File: src/rtl/pdm_pkg.sv
// Shared PCM definitions for the pdm modulator and pddm demodulator.
package pdm_pkg;
  localparam int DW = 32;
  typedef logic [DW-1:0] pcm_t;
  localparam pcm_t SIGN_FLIP = {1'b1, {(DW-1){1'b0}}};
endpackage

File: src/rtl/pdm_edge_sync.sv
// Rising-edge pulse generator for a slow strobe; with PDM_INPUT_SYNC_EN the
// input first crosses a SYNC_STAGES-flop synchronizer.
module pdm_edge_sync #(
  parameter int SYNC_STAGES = 2
) (
  input  logic clk,
  input  logic rstn,
  input  logic d,
  output logic pulse
);
`ifdef PDM_INPUT_SYNC_EN
  localparam int NS = SYNC_STAGES;
`else
  localparam int NS = 0;
`endif

  // sr_q[NS] is the current registered level; lower bits are synchronizer stages
  logic [NS:0] sr_q;
  logic        prev_q;

  if (NS == 0) begin : g_nosync
    always_ff @(posedge clk or negedge rstn)
      if (!rstn) sr_q <= '0;
      else       sr_q <= d;
  end else begin : g_sync
    always_ff @(posedge clk or negedge rstn)
      if (!rstn) sr_q <= '0;
      else       sr_q <= {sr_q[NS-1:0], d};
  end

  always_ff @(posedge clk or negedge rstn)
    if (!rstn) prev_q <= 1'b0;
    else       prev_q <= sr_q[NS];

  assign pulse = sr_q[NS] & ~prev_q;
endmodule

File: src/rtl/pdm.sv
// First-order sigma-delta PDM: carry of acc + sample on each ock edge.
// Optional input synchronizers on ock/uck via PDM_INPUT_SYNC_EN.
module pdm #(
  parameter int DW          = pdm_pkg::DW,
  parameter int SYNC_STAGES = 2
) (
  input  logic          clk,
  input  logic          rstn,
  input  logic [DW-1:0] din,
  input  logic          signed_data,
  input  logic          uck,
  input  logic          ock,
  output logic          sdo
);
  import pdm_pkg::*;

  // Two's complement maps to offset binary by flipping the MSB
  localparam logic [DW-1:0] FLIP = {1'b1, {(DW-1){1'b0}}};

  logic          ock_p, uck_p;
  logic [DW-1:0] sample_q, acc_q;

  pdm_edge_sync #(.SYNC_STAGES(SYNC_STAGES)) u_ock (
    .clk(clk), .rstn(rstn), .d(ock), .pulse(ock_p)
  );
  pdm_edge_sync #(.SYNC_STAGES(SYNC_STAGES)) u_uck (
    .clk(clk), .rstn(rstn), .d(uck), .pulse(uck_p)
  );

  // A coincident uck/ock pulse integrates the previously held sample
  always_ff @(posedge clk or negedge rstn) begin
    if (!rstn) begin
      sample_q <= '0;
      acc_q    <= '0;
      sdo      <= 1'b0;
    end else begin
      if (uck_p) sample_q <= din ^ (signed_data ? FLIP : '0);
      if (ock_p) {sdo, acc_q} <= {1'b0, acc_q} + {1'b0, sample_q};
    end
  end
endmodule

File: config.mk
export PLATFORM = sky130hd
export DESIGN_NAME = pdm
export DESIGN_NICKNAME = d
export VERILOG_FILES = /design/src/rtl/pdm_pkg.sv /design/src/rtl/pdm_edge_sync.sv /design/src/rtl/pdm.sv
export SDC_FILE = /design/constraint.sdc
export NUM_CORES = 1
export LEC_CHECK = 0
export CAP_MARGIN = 20
export CORE_AREA = 3 3 96 98
export DETAILED_ROUTE_END_ITERATION = 16
export DIE_AREA = 0 0 99 101
export PLACE_DENSITY_LB_ADDON = 0.1
export SLEW_MARGIN = 20
export SYNTH_ARGS = -nofsm -noshare
export SYNTH_HDL_FRONTEND = slang
export SYNTH_SLANG_ARGS = --single-unit
File: constraint.sdc
create_clock -name clk -period 3.3 [get_ports clk]
set_input_delay 0.495 -clock clk [delete_from_list [all_inputs] [get_ports clk]]
set_output_delay 0.495 -clock clk [all_outputs]
set_load 0.05 [all_outputs]
==> metrics.md <==
| Metric | Value |
|---|---|
| Status | completed |
| Clock-pin slew on the worst setup and hold paths | 80 ps |
| Worst slew margin | 51.68% |
| Worst-Margin Slew | 724.8 ps |
| Initial DRC count | 111 |
| Critical Path RT | 3540 ps |
| Final Hold Vio Count | 0 |
| Ant diodes | 0 |
| Num CTS Buffers | 9 |
| P&R area growth vs syn | 12.03% |
| Layout cell share with drive strength beyond 1 | 15.77% |
| Fin. max-slew vios | 0 |
| Nets | 566 |
| Mux cell area share after synthesis | 7.661% |
| First-pass GRT wire length | 16010 um |
| Static Leakage | 2.278 nW |
| Gr ovfl total | 0 |
| Most frequent cells in the layout | dfrtp_1, nand2_1, clkdlybuf4s50_1 |
| Unrepaired setup endpoints after global routing | false |
| Starting Density | 53.29% |
| Avg WL per Cell | 15.12 um |
| Detailed Route WL | 9208 um |
| FP Rows | 34 |
| Max-cap viol count | 0 |
| Critical path peak fanout | 5 |
| Yosys warnings | 0 |
| EDFF count, synth | 0 |
| Synth Flop Type | dfrtp_1 |
| 1st-pass router iterations | 5 |
| Nature of the critical path endpoint | flop |
| CTS resizes | 0 |
| Boundary pin count | 38 |
| Post-synthesis sequential area ratio | 37.89% |
| Reg area | 1727 um2 |
| Count of cell types in the netlist | 66 |
| Critical path class | reg2reg |
| Pwr dens | 881.8 nW/um2 |
| Die Y | 101 um |
| Antenna violations before repair | 0 |
| Multi-input logic area | 2613 um2 |
| Drt via density | 5.793 |
| Largest net degree at the start of global routing | 40 |
| Bufs on Longest Clock Path | 2 |
| Crit path DAT | 3060 ps |
| Fin crit share | 85.40% |
| Simple logic cell fraction of the synthesized area | 14.09% |
| TNS Setup | 0 ps |
| Placed Instance Area | 4918 um2 |
| Clk root buf | clkbuf_8 |
| Final Critical Period | 2818 ps |
| Design area | 5105 um2 |
| Number of remaining DRC errors | 0 |
| HPWL after DPL | 7072 um |
| Fillers | 764 |
| Worst min path class | in2async |
| Cells after synthesis | 465 |
| Width of the die | 99 um |
| GRT Util Overall | 19.66% |
| Post-synthesis register bit count | 69 |
| CTS H-Tree Depth | 3 |
| Placeable Area | 8551 um2 |
| Post-cts hold buffer count | 0 |
| Post-Synth XOR/XNOR Area | 3.844% |
| Number of I/O port buffers | 37 |
| Die area | 9999 um2 |
| Vias in the first global route | 3436 |
| Max Clock Freq | 0.3548 GHz |
| Mapped Nets | 535 |
| Detail Route Antenna Nets | 0 |
| Clock skew | 10.35 ps |
| Commonest non-fill, non-tap cell in the layout | dfrtp_1 |
| Sink Count | 69 |
| CTS tree | built |
| Top cells by area, synth | dfrtp_1, ha_1, mux2_2, nand2_1, o21ai_0 |
| Synth top area share | 37.89% |
| Post-Syn Area per Cell | 9.800 um2 |
| Syn Std Cell Area | 4557 um2 |
| Adder-Cell Fraction of Synth Area | 9.226% |
| Gpl congestion | 0.9076 |
| Largest family of logic cells by synthesized area | compound AO/OA/AOI/OAI gates |
| Worst-Skew Late Latency | 350 ps |
| Asr flop ratio synth | 100.0% |
| Maximum VDD drop | 0.3782 mV |
| Area leader, netlist | dfrtp_1 |
| CP startpoint kind | flop |
| Via count | 3528 |
| Synth Area in Compound Gates | 22.41% |
| Postcts setup bufs | 0 |
| Final setup vio count | 0 |
area by class of cell:
class / count / area share, %
clock buffers: 11 / 2.966
repair buffers: 43 / 8.039
well taps: 108 / 2.647
multi-input cells: 364 / 51.18
inverters: 9 / 0.6618
flip-flops and latches: 69 / 33.82
clock inverters: 5 / 0.6863
cells by family after synthesis:
group / count (synthesis)
flops: 69
mux: 31
buf+inv: 32
xor+xnor: 20
simple gates: 134
fa+ha+maj: 33
compound gates: 146
worst paths after layout:
path	start	end	slack, ps	depth (start not counted)
max	sample_q[0]$_DFFE_PN0P_	acc_q[26]$_DFFE_PN0P_	480	9
min	rstn	u_ock.sr_q$_DFF_PN0_	170	1
max reg2reg	sample_q[0]$_DFFE_PN0P_	acc_q[26]$_DFFE_PN0P_	480	9
min reg2reg	u_uck.sr_q$_DFF_PN0_	u_uck.prev_q$_DFF_PN0_	380	0
max in group asynchronous	rstn	acc_q[19]$_DFFE_PN0P_	2320	2
min in group clk	u_uck.sr_q$_DFF_PN0_	u_uck.prev_q$_DFF_PN0_	380	0
metrics by stage:
stage	cells	util, %	power [mW]	worst slack [ps]	hold WS [ps]
6_report	609	59.70	4.501	481.8	171.7
3_5_place_dp	593	57.52	3.840	519.6	368.5
3_3_place_gp	593	57.52	3.787	584.2	356.5
2_1_floorplan	465	-	3.431	747.3	199.4
5_1_grt	609	59.70	4.912	267.3	214.5
4_1_cts	609	59.70	4.513	487.0	198.4
report_power, final:
part	internal (mW)	leakage [nW]	switching (mW)
Combinational	1.12	1.37	1.49
Clock	0.312	0.0836	0.340
Sequential	1.10	0.829	0.148
cells in the mapped netlist, drive strengths merged, types with 9 or more instances:
cell type	instances
inv	9
ha	32
mux2	31
a21o	22
o31ai	9
clkbuf	14
o21ai	36
nand2	59
xnor2	10
nor2	22
a21oi	30
xor2	10
dfrtp	69
state kept, by name, summed over array words and instances, names as in the netlist:
signal / flops
u_uck.sr_q: 1
u_uck.prev_q: 1
acc_q: 32
u_ock.prev_q: 1
sample_q: 32
u_ock.sr_q: 1
sdo: 1
layer usage:
| metal | vias up | GRT usage [%] | routed length, um |
|---|---|---|---|
| li1 | 1772 | - | - |
| met1 | 1689 | 26.21 | 4329 |
| met2 | 58 | 32.85 | 4406 |
| met3 | 9 | 3.945 | 381 |
| met4 | 0 | 5.042 | 91 |
| met5 | - | 0 | 0 |
worst max-delay path: stages, from the launching register on:
cell and delay, ps:
dfrtp_1 390, ha_1 240, fa_1 430, a211oi_1 370, o211ai_2 210, a211oi_2 250
o31ai_1 170, a21oi_1 240, o21ai_1 100, a221o_1 300
Note: power is estimated with default switching activity, not from simulation.
